--- src/rtl/sha_mem_arbiter_pkg.sv ---
// Shared types and widths for the SHA-256 engine memory-port arbiter.
package sha_pkg;

  localparam int unsigned ADDR_W  = 16;
  localparam int unsigned DATA_W  = 32;
  localparam int unsigned OWNER_W = 3;

  typedef enum logic {IDLE, OWNED} arb_state_t;

  typedef logic [OWNER_W-1:0] owner_id_t;

  // Round-robin successor of an engine id, wrapping at n.
  function automatic owner_id_t next_owner(input owner_id_t id, input int unsigned n);
    if (32'(id) + 32'd1 >= n) return '0;
    return id + owner_id_t'(1);
  endfunction

endpackage

--- src/rtl/sha_mem_arbiter_rr_picker.sv ---
// Combinational round-robin picker: first set request at or after rr_ptr, wrapping.
module rr_picker
  import sha_pkg::*;
#(
  parameter int unsigned NUM_REQ = 4
) (
  input  logic [NUM_REQ-1:0] req,
  input  logic [OWNER_W-1:0] rr_ptr,
  output logic               valid,
  output logic [OWNER_W-1:0] winner
);

  logic               hi_found;
  logic               lo_found;
  logic [OWNER_W-1:0] hi_win;
  logic [OWNER_W-1:0] lo_win;

  // hi_* searches from rr_ptr upward; lo_* is the wrapped fallback from index 0.
  always_comb begin
    hi_found = 1'b0;
    lo_found = 1'b0;
    hi_win   = '0;
    lo_win   = '0;
    for (int unsigned i = 0; i < NUM_REQ; i++) begin
      if (req[i] && !lo_found) begin
        lo_found = 1'b1;
        lo_win   = owner_id_t'(i);
      end
      if (req[i] && !hi_found && (i >= 32'(rr_ptr))) begin
        hi_found = 1'b1;
        hi_win   = owner_id_t'(i);
      end
    end
    valid  = lo_found;
    winner = hi_found ? hi_win : lo_win;
  end

endmodule

--- src/rtl/sha_mem_arbiter.sv ---
// Round-robin arbiter sharing one memory port among NUM_REQ hash engines,
// with burst locking, MAX_BURST preemption and a 2-stage read tag pipe.
module sha_mem_arbiter
  import sha_pkg::*;
#(
  parameter int unsigned NUM_REQ   = 4,
  parameter int unsigned MAX_BURST = 20
) (
  input  logic                      clk,
  input  logic                      reset_n,
  input  logic [NUM_REQ-1:0]        req,
  input  logic [NUM_REQ-1:0]        lock,
  input  logic [NUM_REQ-1:0]        we,
  input  logic [NUM_REQ*ADDR_W-1:0] addr,
  input  logic [NUM_REQ*DATA_W-1:0] wdata,
  output logic [NUM_REQ-1:0]        gnt,
  output logic [NUM_REQ-1:0]        rvalid,
  output logic [DATA_W-1:0]         rdata,
  output logic                      mem_clk,
  output logic                      mem_we,
  output logic [ADDR_W-1:0]         mem_addr,
  output logic [DATA_W-1:0]         mem_write_data,
  input  logic [DATA_W-1:0]         mem_read_data
);

  localparam int unsigned      CNT_W   = $clog2(MAX_BURST + 1);
  localparam logic [CNT_W-1:0] CNT_MAX = CNT_W'(MAX_BURST);

  arb_state_t         state_q, state_d;
  owner_id_t          owner_q, owner_d;
  owner_id_t          rr_ptr_q, rr_ptr_d;
  owner_id_t          rd_id_q, rd_id_d;
  logic               rd_vld_q, rd_vld_d;
  logic [CNT_W-1:0]   beat_cnt_q, beat_cnt_d;
  logic [NUM_REQ-1:0] gnt_q, gnt_d;
  logic [NUM_REQ-1:0] rvalid_q, rvalid_d;
  logic               mem_we_q, mem_we_d;
  logic [ADDR_W-1:0]  mem_addr_q, mem_addr_d;
  logic [DATA_W-1:0]  mem_wdata_q, mem_wdata_d;

  logic               pick_valid;
  owner_id_t          pick_winner;
  logic [NUM_REQ-1:0] own_sel;
  logic               own_req, own_lock, own_we;
  logic [ADDR_W-1:0]  own_addr;
  logic [DATA_W-1:0]  own_wdata;
  logic               others_pending;
  logic               release_own;
  logic [CNT_W-1:0]   cnt_inc;

  rr_picker #(.NUM_REQ(NUM_REQ)) u_picker (
    .req    (req),
    .rr_ptr (rr_ptr_q),
    .valid  (pick_valid),
    .winner (pick_winner)
  );

  always_comb begin
    own_sel   = '0;
    own_req   = 1'b0;
    own_lock  = 1'b0;
    own_we    = 1'b0;
    own_addr  = '0;
    own_wdata = '0;
    for (int unsigned i = 0; i < NUM_REQ; i++) begin
      if (32'(owner_q) == i) begin
        own_sel[i] = 1'b1;
        own_req    = req[i];
        own_lock   = lock[i];
        own_we     = we[i];
        own_addr   = addr[ADDR_W*i +: ADDR_W];
        own_wdata  = wdata[DATA_W*i +: DATA_W];
      end
    end
  end

  assign others_pending = |(req & ~own_sel);
  assign cnt_inc        = (beat_cnt_q == CNT_MAX) ? beat_cnt_q : beat_cnt_q + CNT_W'(1);

  always_comb begin
    state_d     = state_q;
    owner_d     = owner_q;
    rr_ptr_d    = rr_ptr_q;
    beat_cnt_d  = beat_cnt_q;
    gnt_d       = gnt_q;
    mem_we_d    = 1'b0;
    mem_addr_d  = mem_addr_q;
    mem_wdata_d = mem_wdata_q;
    rd_vld_d    = 1'b0;
    rd_id_d     = rd_id_q;
    release_own = 1'b0;
    // Second read-tag stage: steer rvalid by the tag, not the current owner.
    for (int unsigned i = 0; i < NUM_REQ; i++) begin
      rvalid_d[i] = rd_vld_q && (32'(rd_id_q) == i);
    end
    case (state_q)
      IDLE: begin
        gnt_d = '0;
        if (pick_valid) begin
          owner_d    = pick_winner;
          beat_cnt_d = '0;
          state_d    = OWNED;
          for (int unsigned i = 0; i < NUM_REQ; i++) begin
            gnt_d[i] = (32'(pick_winner) == i);
          end
        end
      end
      OWNED: begin
        if (own_req) begin
          mem_we_d    = own_we;
          mem_addr_d  = own_addr;
          mem_wdata_d = own_wdata;
          rd_vld_d    = ~own_we;
          rd_id_d     = owner_q;
          beat_cnt_d  = cnt_inc;
          release_own = !own_lock || ((cnt_inc == CNT_MAX) && others_pending);
        end else begin
          release_own = 1'b1;
        end
        if (release_own) begin
          gnt_d    = '0;
          rr_ptr_d = next_owner(owner_q, NUM_REQ);
          state_d  = IDLE;
        end
      end
      default: state_d = IDLE;
    endcase
  end

  always_ff @(posedge clk or negedge reset_n) begin
    if (!reset_n) begin
      state_q     <= IDLE;
      owner_q     <= '0;
      rr_ptr_q    <= '0;
      beat_cnt_q  <= '0;
      gnt_q       <= '0;
      rvalid_q    <= '0;
      mem_we_q    <= 1'b0;
      mem_addr_q  <= '0;
      mem_wdata_q <= '0;
      rd_vld_q    <= 1'b0;
      rd_id_q     <= '0;
    end else begin
      state_q     <= state_d;
      owner_q     <= owner_d;
      rr_ptr_q    <= rr_ptr_d;
      beat_cnt_q  <= beat_cnt_d;
      gnt_q       <= gnt_d;
      rvalid_q    <= rvalid_d;
      mem_we_q    <= mem_we_d;
      mem_addr_q  <= mem_addr_d;
      mem_wdata_q <= mem_wdata_d;
      rd_vld_q    <= rd_vld_d;
      rd_id_q     <= rd_id_d;
    end
  end

  assign gnt            = gnt_q;
  assign rvalid         = rvalid_q;
  assign rdata          = mem_read_data;
  assign mem_clk        = clk;
  assign mem_we         = mem_we_q;
  assign mem_addr       = mem_addr_q;
  assign mem_write_data = mem_wdata_q;

endmodule

--- config.mk ---
export PLATFORM = sky130hd
export DESIGN_NAME = sha_mem_arbiter
export DESIGN_NICKNAME = d
export VERILOG_FILES = /design/src/rtl/sha_mem_arbiter_pkg.sv /design/src/rtl/sha_mem_arbiter_rr_picker.sv /design/src/rtl/sha_mem_arbiter.sv
export SDC_FILE = /design/constraint.sdc
export NUM_CORES = 1
export LEC_CHECK = 0
export ABC_AREA = 1
export BUFFER_PORTS_ARGS = -buffer_cell sky130_fd_sc_hd__buf_4
export CAP_MARGIN = 20
export CORE_AREA = 2 2 127 129
export CTS_BUF_LIST = sky130_fd_sc_hd__clkbuf_2
export CTS_CLUSTER_SIZE = 10
export DETAILED_ROUTE_END_ITERATION = 16
export DIE_AREA = 0 0 129 131
export GPL_ROUTABILITY_DRIVEN = 0
export HOLD_SLACK_MARGIN = 0.05
export PLACE_DENSITY = 0.58
export REMOVE_ABC_BUFFERS = 1
export SLEW_MARGIN = 10
export SYNTH_ARGS = -nofsm -noshare
export SYNTH_HDL_FRONTEND = slang
export SYNTH_SLANG_ARGS = --single-unit
export TNS_END_PERCENT = 30
--- constraint.sdc ---
create_clock -name clk -period 2.1 [get_ports clk]
set_input_delay 0.315 -clock clk [delete_from_list [all_inputs] [get_ports clk]]
set_output_delay 0.315 -clock clk [all_outputs]
set_load 0.05 [all_outputs]
==> impl_results.md, run 1 <==
* Worst Hold Class: in -> reg
* Setup repair bufs after CTS at 0
* Final hold viol count at 0
* Compound-Gate Fraction of Synth Area at 20.7%
* DRC Markers at 0
* Number of global-route vias before repair at 5706
* Iter 0 DRT Violations at 293
* Reg clk slew, reported paths at 210 ps
* Seq/Total Area, Yosys at 37.7%
* Top post-synthesis cells by area: dfrtp_1, nand2_1, o211ai_1, buf_4, o21ai_0
* Largest family of logic cells by synthesized area: simple AND/OR/NAND/NOR gates
* CP max FO at 3
* Routed wire length per instance at 16.0 µm
* Initial core utilization at 30.2%
* Final HPWL DP at 13.8 mm
* Initial antenna violation count at 0
* FILL cells at 1536
* Die Y at 131 µm
* GR Layer Usage met3 at 7.25%
* Share of the synthesized area in the top cell type at 37.7%
* Worst slew margin at 64.7%
* CTS tree: built
* F_max at 494 MHz
* DRT Pass-1 Iters at 5
* CP max stage delay at 580 ps
* Share of layout cells above drive strength 1 at 30.7%
* Reg2reg setup slack at 80 ps
* Mux contribution to synthesized area at 0%
* CP Capture Type: register
* Outcome: finished clean
* Input/output buffers at 263
* Post-route cell area at 8120 µm²
* CP cell instances: nor2_2 -> nand3_1 -> dlygate4sd3_1 -> nand3_1 -> dlygate4sd3_1 -> nand2_1
* RSZ-0062 raised after global routing: no
* Area of the multi-input gates at 2360 µm²
* Fin nets at 1264
* P_int at 5.22 mW
* Post-Syn Area at 4710 µm²
* Slowest cell on crit path: dlygate4sd3_1
* Cell leakage power at 4.25 nW
* Total gr overflow at 0
* Final Skew at 34.8 ps
* GR Util met2 at 38.2%
* Sw Pwr at 6.32 mW
* Max-cap violation count at 0
* Global-route wire length before repair at 29.2 mm
* Synth warn at 0
* Fin Setup TNS at 0 ps
* Routed WL at 19.8 mm
* Reg area at 1780 µm²
* Largest net degree at the start of global routing at 64
* GRT busiest layer: met2
* Post-synthesis adder-cell area fraction at 1.59%
* Area leader, netlist: dfrtp_1
* Tcrit/Tclk final at 96.4%
* Post-Syn Area per Cell at 6.93 µm²
* Critical Path Start Type: register
* PD cells at 1420 nW/µm²
* Critical path required time at 2660 ps
* Mapped Cells at 680
* Total number of vias at 5790
* Clock power frac at 9.4%
* Peak VDD IR at 0.748 mV
* GRT Total Usage at 22.5%
* Fin. max-slew vios at 0
* Sw Ratio at 54.8%
* Register share of total power at 20.3%
* I/O Pins at 328
* Antenna-violating nets left at 0
* Synth Area in Simple Gates at 27.4%
* Core area at 15600 µm²
* Row count at 46
* Placed insts at 1099
* Non-filler cells, final at 1242
* Worst skew pair latency at 640 ps
* Die X at 129 µm
* Critical path arrival at 2580 ps
* Xor/xnor share of the synthesized area at 0%
* Layout area overhead at 72.3%
* Logic pwr share at 70.3%
* Via density at 4.66
* GR met1 Demand/Resource at 26.7%
* Post-DP Area at 6680 µm²
* Utilization after layout at 52.0%
* #FFs+latches synth at 71
* Final min period at 2020 ps
* Area of the die at 16900 µm²
* Netlist cell types at 27
* Least-Margin Pin Slew at 529 ps
* Critical setup path kind: reg -> reg
* Setup violations, final at 0
## cell families after synthesis
logic type | Yosys count
simple gates | 329
compound gates | 167
buf+inv | 107
flops | 71
fa+ha+maj | 6
## final cells by class
type,instances,area share [%]
clock inverters,6,1.05
well taps,216,3.33
multi-input cells,502,29.1
flip-flops and latches,71,21.9
clock buffers,14,0.894
diodes,1,0.0308
inverters,29,1.39
repair buffers,403,42.3
## cell usage after synthesis (all sizes together)
| master | n |
|---|---|
| inv | 29 |
| and2 | 2 |
| dfrtp | 71 |
| nor2 | 12 |
| a31oi | 1 |
| ha | 6 |
| nand2 | 289 |
| nand3 | 20 |
| clkbuf | 20 |
| a22o | 1 |
| o211ai | 50 |
| nor3 | 4 |
| o22ai | 3 |
| o21a | 1 |
| nand4 | 2 |
| a21oi | 53 |
| o21ai | 58 |
| buf | 58 |
## power groups by stage
stage / clock network (mW) / logic, mW / registers (mW)
floorplan: 0 / 3.36 / 3.98
global placement: 0.103 / 7.79 / 2.34
detailed placement: 0.103 / 7.80 / 2.36
CTS: 1.13 / 8.02 / 2.33
global route: 1.18 / 8.93 / 2.42
finish: 1.09 / 8.12 / 2.34
## registers in the layout (all words and copies together), names as in the netlist
name / cells
rvalid: 4
state_q: 1
beat_cnt_q: 5
mem_addr: 16
owner_q: 2
rd_vld_q: 1
mem_write_data: 32
rd_id_q: 2
rr_ptr_q: 3
gnt: 4
mem_we: 1
## through the flow
| step | setup WS (ps) | total power [mW] | hold WS, ps |
|---|---|---|---|
| after floorplan | -1310 | 7.34 | 19.4 |
| after global placement | 170 | 10.2 | 327 |
| after detailed placement | 166 | 10.3 | 321 |
| after CTS | 86.1 | 11.5 | 50.5 |
| after global routing | 12.0 | 12.5 | 102 |
| final | 75.1 | 11.5 | 113 |
## final timing paths
check | from | to | cells after the start
max in group asynchronous | reset_n | owner_q[0]$_DFFE_PN0P_ | 3
worst min register to register | mem_write_data[11]$_DFFE_PN0P_ | mem_write_data[11]$_DFFE_PN0P_ | 2
worst max-delay path | rr_ptr_q[1]$_DFFE_PN0P_ | gnt[0]$_DFFE_PN0P_ | 6
worst max register to register | rr_ptr_q[1]$_DFFE_PN0P_ | gnt[0]$_DFFE_PN0P_ | 6
worst min-delay path | wdata[28] | mem_write_data[28]$_DFFE_PN0P_ | 7
min in group asynchronous | reset_n | mem_addr[0]$_DFFE_PN0P_ | 2
## routing by layer
metal / wire length (µm) / vias to the layer above
met1: 8350 / 2619
met5: 0 / -
met2: 9540 / 253
met3: 1600 / 27
met4: 342 / 0
li1: - / 2891
## worst max-delay path, delay by kind of cell, from the launching register on
family                 cells  cell delay [ps]
buffers and inverters      2             1140
flip-flops                 1              450
AND/OR/NAND/NOR            4              370
## placed cells by master, fill, tap and decap left out, drive strengths merged
| master | instances |
|---|---|
| clkinv | 3 |
| nand3 | 20 |
| a21oi | 53 |
| clkinvlp | 2 |
| buf | 281 |
| nor2 | 12 |
| ha | 6 |
| diode | 1 |
| and2 | 2 |
| nand2 | 289 |
| o21ai | 58 |
| inv | 28 |
| o211ai | 50 |
| nor3 | 4 |
| dlygate4sd3 | 122 |
| a31oi | 1 |
| bufinv | 2 |
| nand4 | 2 |
| dfrtp | 71 |
| a22o | 1 |
| o22ai | 3 |
| o21a | 1 |
| clkbuf | 14 |
## repair_timing
item | CTS | global route
endpoints found under the hold margin | 122 | 0
resized for setup | 0 | 10
hold buffers | 122 | 0
setup endpoints to repair | 0 | 41
Note: power is estimated with default switching activity, not from simulation.
==> run 2, diff against run 1 <==
==> constraint.sdc (replaced) <==
create_clock -name clk -period 2.1 [get_ports clk]
set_input_delay 0.21 -clock clk [delete_from_list [all_inputs] [get_ports clk]]
set_output_delay 0.21 -clock clk [all_outputs]
set_load 0.05 [all_outputs]
==> run 2 against run 1 <==
First-iteration DRC count increased by 15%. Final cell count increased by 6.3%. Combinational power increased by 2.8%. Critical path type unchanged. Design area increased by 9.8%. Largest cell class unchanged. Sequential cell count unchanged. Clock skew increased by 7.8 ps. Power increased by 2.0%. Sequential power about the same. Hold slack improved by 24 ps. Register-to-register slack about the same. Die area unchanged. Non-clock buffer count increased by 79.
==> impl_results.md, run 2 (synthesis gave the netlist of run 1 again) <==
* Outcome: finished clean (unchanged)
* GR Util met2 at 41.1% (was 38.2%)
* CP max stage delay at 570 ps (was 580 ps)
* Ant. Diodes at 0 (was 1)
* Initial core utilization at 30.2% (unchanged)
* Area of the die at 16900 µm² (unchanged)
* Row count at 46 (unchanged)
* I/O Pins at 328 (unchanged)
* Die X at 129 µm (unchanged)
* Non-filler cells, final at 1320 (was 1242)
* Fin nets at 1343 (was 1264)
* Critical path depth in cells at 6 (unchanged)
* CP max FO at 3 (unchanged)
* Critical path arrival at 2580 ps (about the same)
* Largest net degree at the start of global routing at 64 (unchanged)
* Final Skew at 42.6 ps (was 34.8 ps)
* Tcrit/Tclk final at 96.2% (was 96.4%)
* GR Layer Usage met3 at 7.98% (was 7.25%)
* Total number of vias at 6275 (was 5790)
* Max FFs per register at 32 (unchanged)
* CP cell instances: nor2_2 -> nand3_1 -> dlygate4sd3_1 -> nand3_1 -> dlygate4sd3_1 -> nand2_1 (unchanged)
* CP Capture Type: register (unchanged)
* Via density at 4.75 (was 4.66)
* Reg clk slew, reported paths at 210 ps (about the same)
* RSZ-0062 raised after global routing: no (unchanged)
* Commonest non-fill, non-tap cell in the layout: nand2_1 (unchanged)
* Critical Path Start Type: register (unchanged)
* Reg area at 1780 µm² (unchanged)
* Most frequent cells in the layout: nand2_1, buf_4, dlygate4sd3_1 (unchanged)
* Hold Path Stages at 7 (unchanged)
* F_max at 495 MHz (was 494 MHz)
* Final HPWL DP at 13.8 mm (unchanged)
* FILL cells at 1382 (was 1536)
* Critical setup path kind: reg -> reg (unchanged)
* Peak VDD IR at 0.759 mV (was 0.748 mV)
* Area of the multi-input gates at 2360 µm² (unchanged)
* Final min period at 2020 ps (about the same)
* Fin Setup TNS at 0 ps (unchanged)
* Worst skew pair latency at 650 ps (was 640 ps)
* Routed wire length per instance at 16.5 µm (was 16.0 µm)
* GR met1 Demand/Resource at 28.6% (was 26.7%)
* Worst flop-to-flop path startpoint: rr_ptr_q[1]$_DFFE_PN0P_ (unchanged)
* GRT Total Usage at 24.6% (was 22.5%)
* DRC Markers at 0 (unchanged)
* Routed WL at 21.8 mm (was 19.8 mm)
* WP buf/inv at 2 (unchanged)
* Input/output buffers at 263 (unchanged)
* Reg2reg setup slack at 80 ps (about the same)
* Layout area overhead at 89.2% (was 72.3%)
* Worst slew margin at 78.4% (was 64.7%)
* Critical path required time at 2660 ps (about the same)
* Terminus of the critical flop-to-flop path: gnt[0]$_DFFE_PN0P_ (unchanged)
* Total gr overflow at 0 (unchanged)
* Delay-heaviest family, CP: buffers and inverters (unchanged)
* Worst Hold Launch: wdata[12] (was wdata[28])
* Antenna-violating nets left at 0 (unchanged)
* R2R depth at 6 (unchanged)
* GRT busiest layer: met2 (unchanged)
* Cell leakage power at 4.59 nW (was 4.25 nW)
* Placed insts at 1099 (unchanged)
* Slowest cell on crit path: dlygate4sd3_1 (unchanged)
* CTS tree: built (unchanged)
* Fin. max-slew vios at 0 (unchanged)
* Number of global-route vias before repair at 6191 (was 5706)
* Core area at 15600 µm² (unchanged)
* Share of layout cells above drive strength 1 at 28.5% (was 30.7%)
* Die Y at 131 µm (unchanged)
* Hold endpoint: mem_write_data[12]$_DFFE_PN0P_ (was mem_write_data[28]$_DFFE_PN0P_)
* Final hold viol count at 0 (unchanged)
* DRT Pass-1 Iters at 5 (unchanged)
* Least-Margin Pin Slew at 321 ps (was 529 ps)
* Global-route wire length before repair at 31.8 mm (was 29.2 mm)
* PD cells at 1320 nW/µm² (was 1420 nW/µm²)
* Setup violations, final at 0 (unchanged)
* Initial antenna violation count at 0 (unchanged)
* Worst Hold Class: in -> reg (unchanged)
* Max-cap violation count at 0 (unchanged)
* Iter 0 DRT Violations at 337 (was 293)
## run 2: cell count changes in the layout (fill, tap and decap cells not counted)
cell           before  now
diode_2             1    0
inv_2               3    2
dlygate4sd3_1     122  200
buf_12              4    5
inv_1              24   25
## run 2: stage by stage
step           area (µm²)  setup WS (ps)  utilization, %  power, mW  hold slack [ps]
2_1_floorplan        4230          -1310               -       7.34            -85.6
3_3_place_gp         6680            170            42.8       10.2              222
3_5_place_dp         6680            166            42.8       10.3              216
4_1_cts              8850           86.1            56.8       11.6             51.0
5_1_grt              8910           5.49            57.1       12.7              114
6_report             8910           80.4            57.1       11.8              137
## run 2: worst max path at each step
stage,from,to,slack (ps)
6_report,rr_ptr_q[1]$_DFFE_PN0P_,gnt[0]$_DFFE_PN0P_,80
5_1_grt,owner_q[1]$_DFFE_PN0P_,mem_write_data[24]$_DFFE_PN0P_,5
4_1_cts,rr_ptr_q[1]$_DFFE_PN0P_,gnt[0]$_DFFE_PN0P_,90
3_5_place_dp,owner_q[1]$_DFFE_PN0P_,beat_cnt_q[1]$_DFFE_PN0P_,170
3_3_place_gp,owner_q[1]$_DFFE_PN0P_,beat_cnt_q[1]$_DFFE_PN0P_,170
2_1_floorplan,owner_q[0]$_DFFE_PN0P_,mem_addr[0]$_DFFE_PN0P_,-1310
## run 2: area by class of cell
| class | count | share of cell area, % |
|---|---|---|
| Multi-Input combinational cell | 502 | 26.5 |
| Inverter | 29 | 1.26 |
| Timing Repair Buffer | 482 | 47.5 |
| Clock inverter | 6 | 0.955 |
| Sequential cell | 71 | 19.9 |
| Clock buffer | 14 | 0.814 |
| Tap cell | 216 | 3.03 |
## run 2: routing by layer
metal | up-vias | part of all wire, %
met5 | - | 0
met4 | 0 | 3.1
met3 | 53 | 8.5
met2 | 325 | 48
met1 | 2850 | 41
li1 | 3047 | -
## run 2: report_power, final
group / leakage, nW / switching (mW) / total [mW] / internal (mW)
registers: 0.901 / 0.371 / 2.34 / 1.96
logic: 3.59 / 5.44 / 8.35 / 2.91
clock network: 0.0952 / 0.627 / 1.08 / 0.457
## run 2: worst register-to-register path, delay by kind of cell, from the launching register on
family	cells	cell delay [ps]
flops	1	450
simple gates	4	380
buf+inv	2	1120
## run 2: repair_timing
action | CTS | global route
hold buffers | 201 | 0
hold endpoints to repair | 127 | 0
buffers inserted | 0 | 0
resized for setup | 0 | 9
setup endpoints to repair | 0 | 46
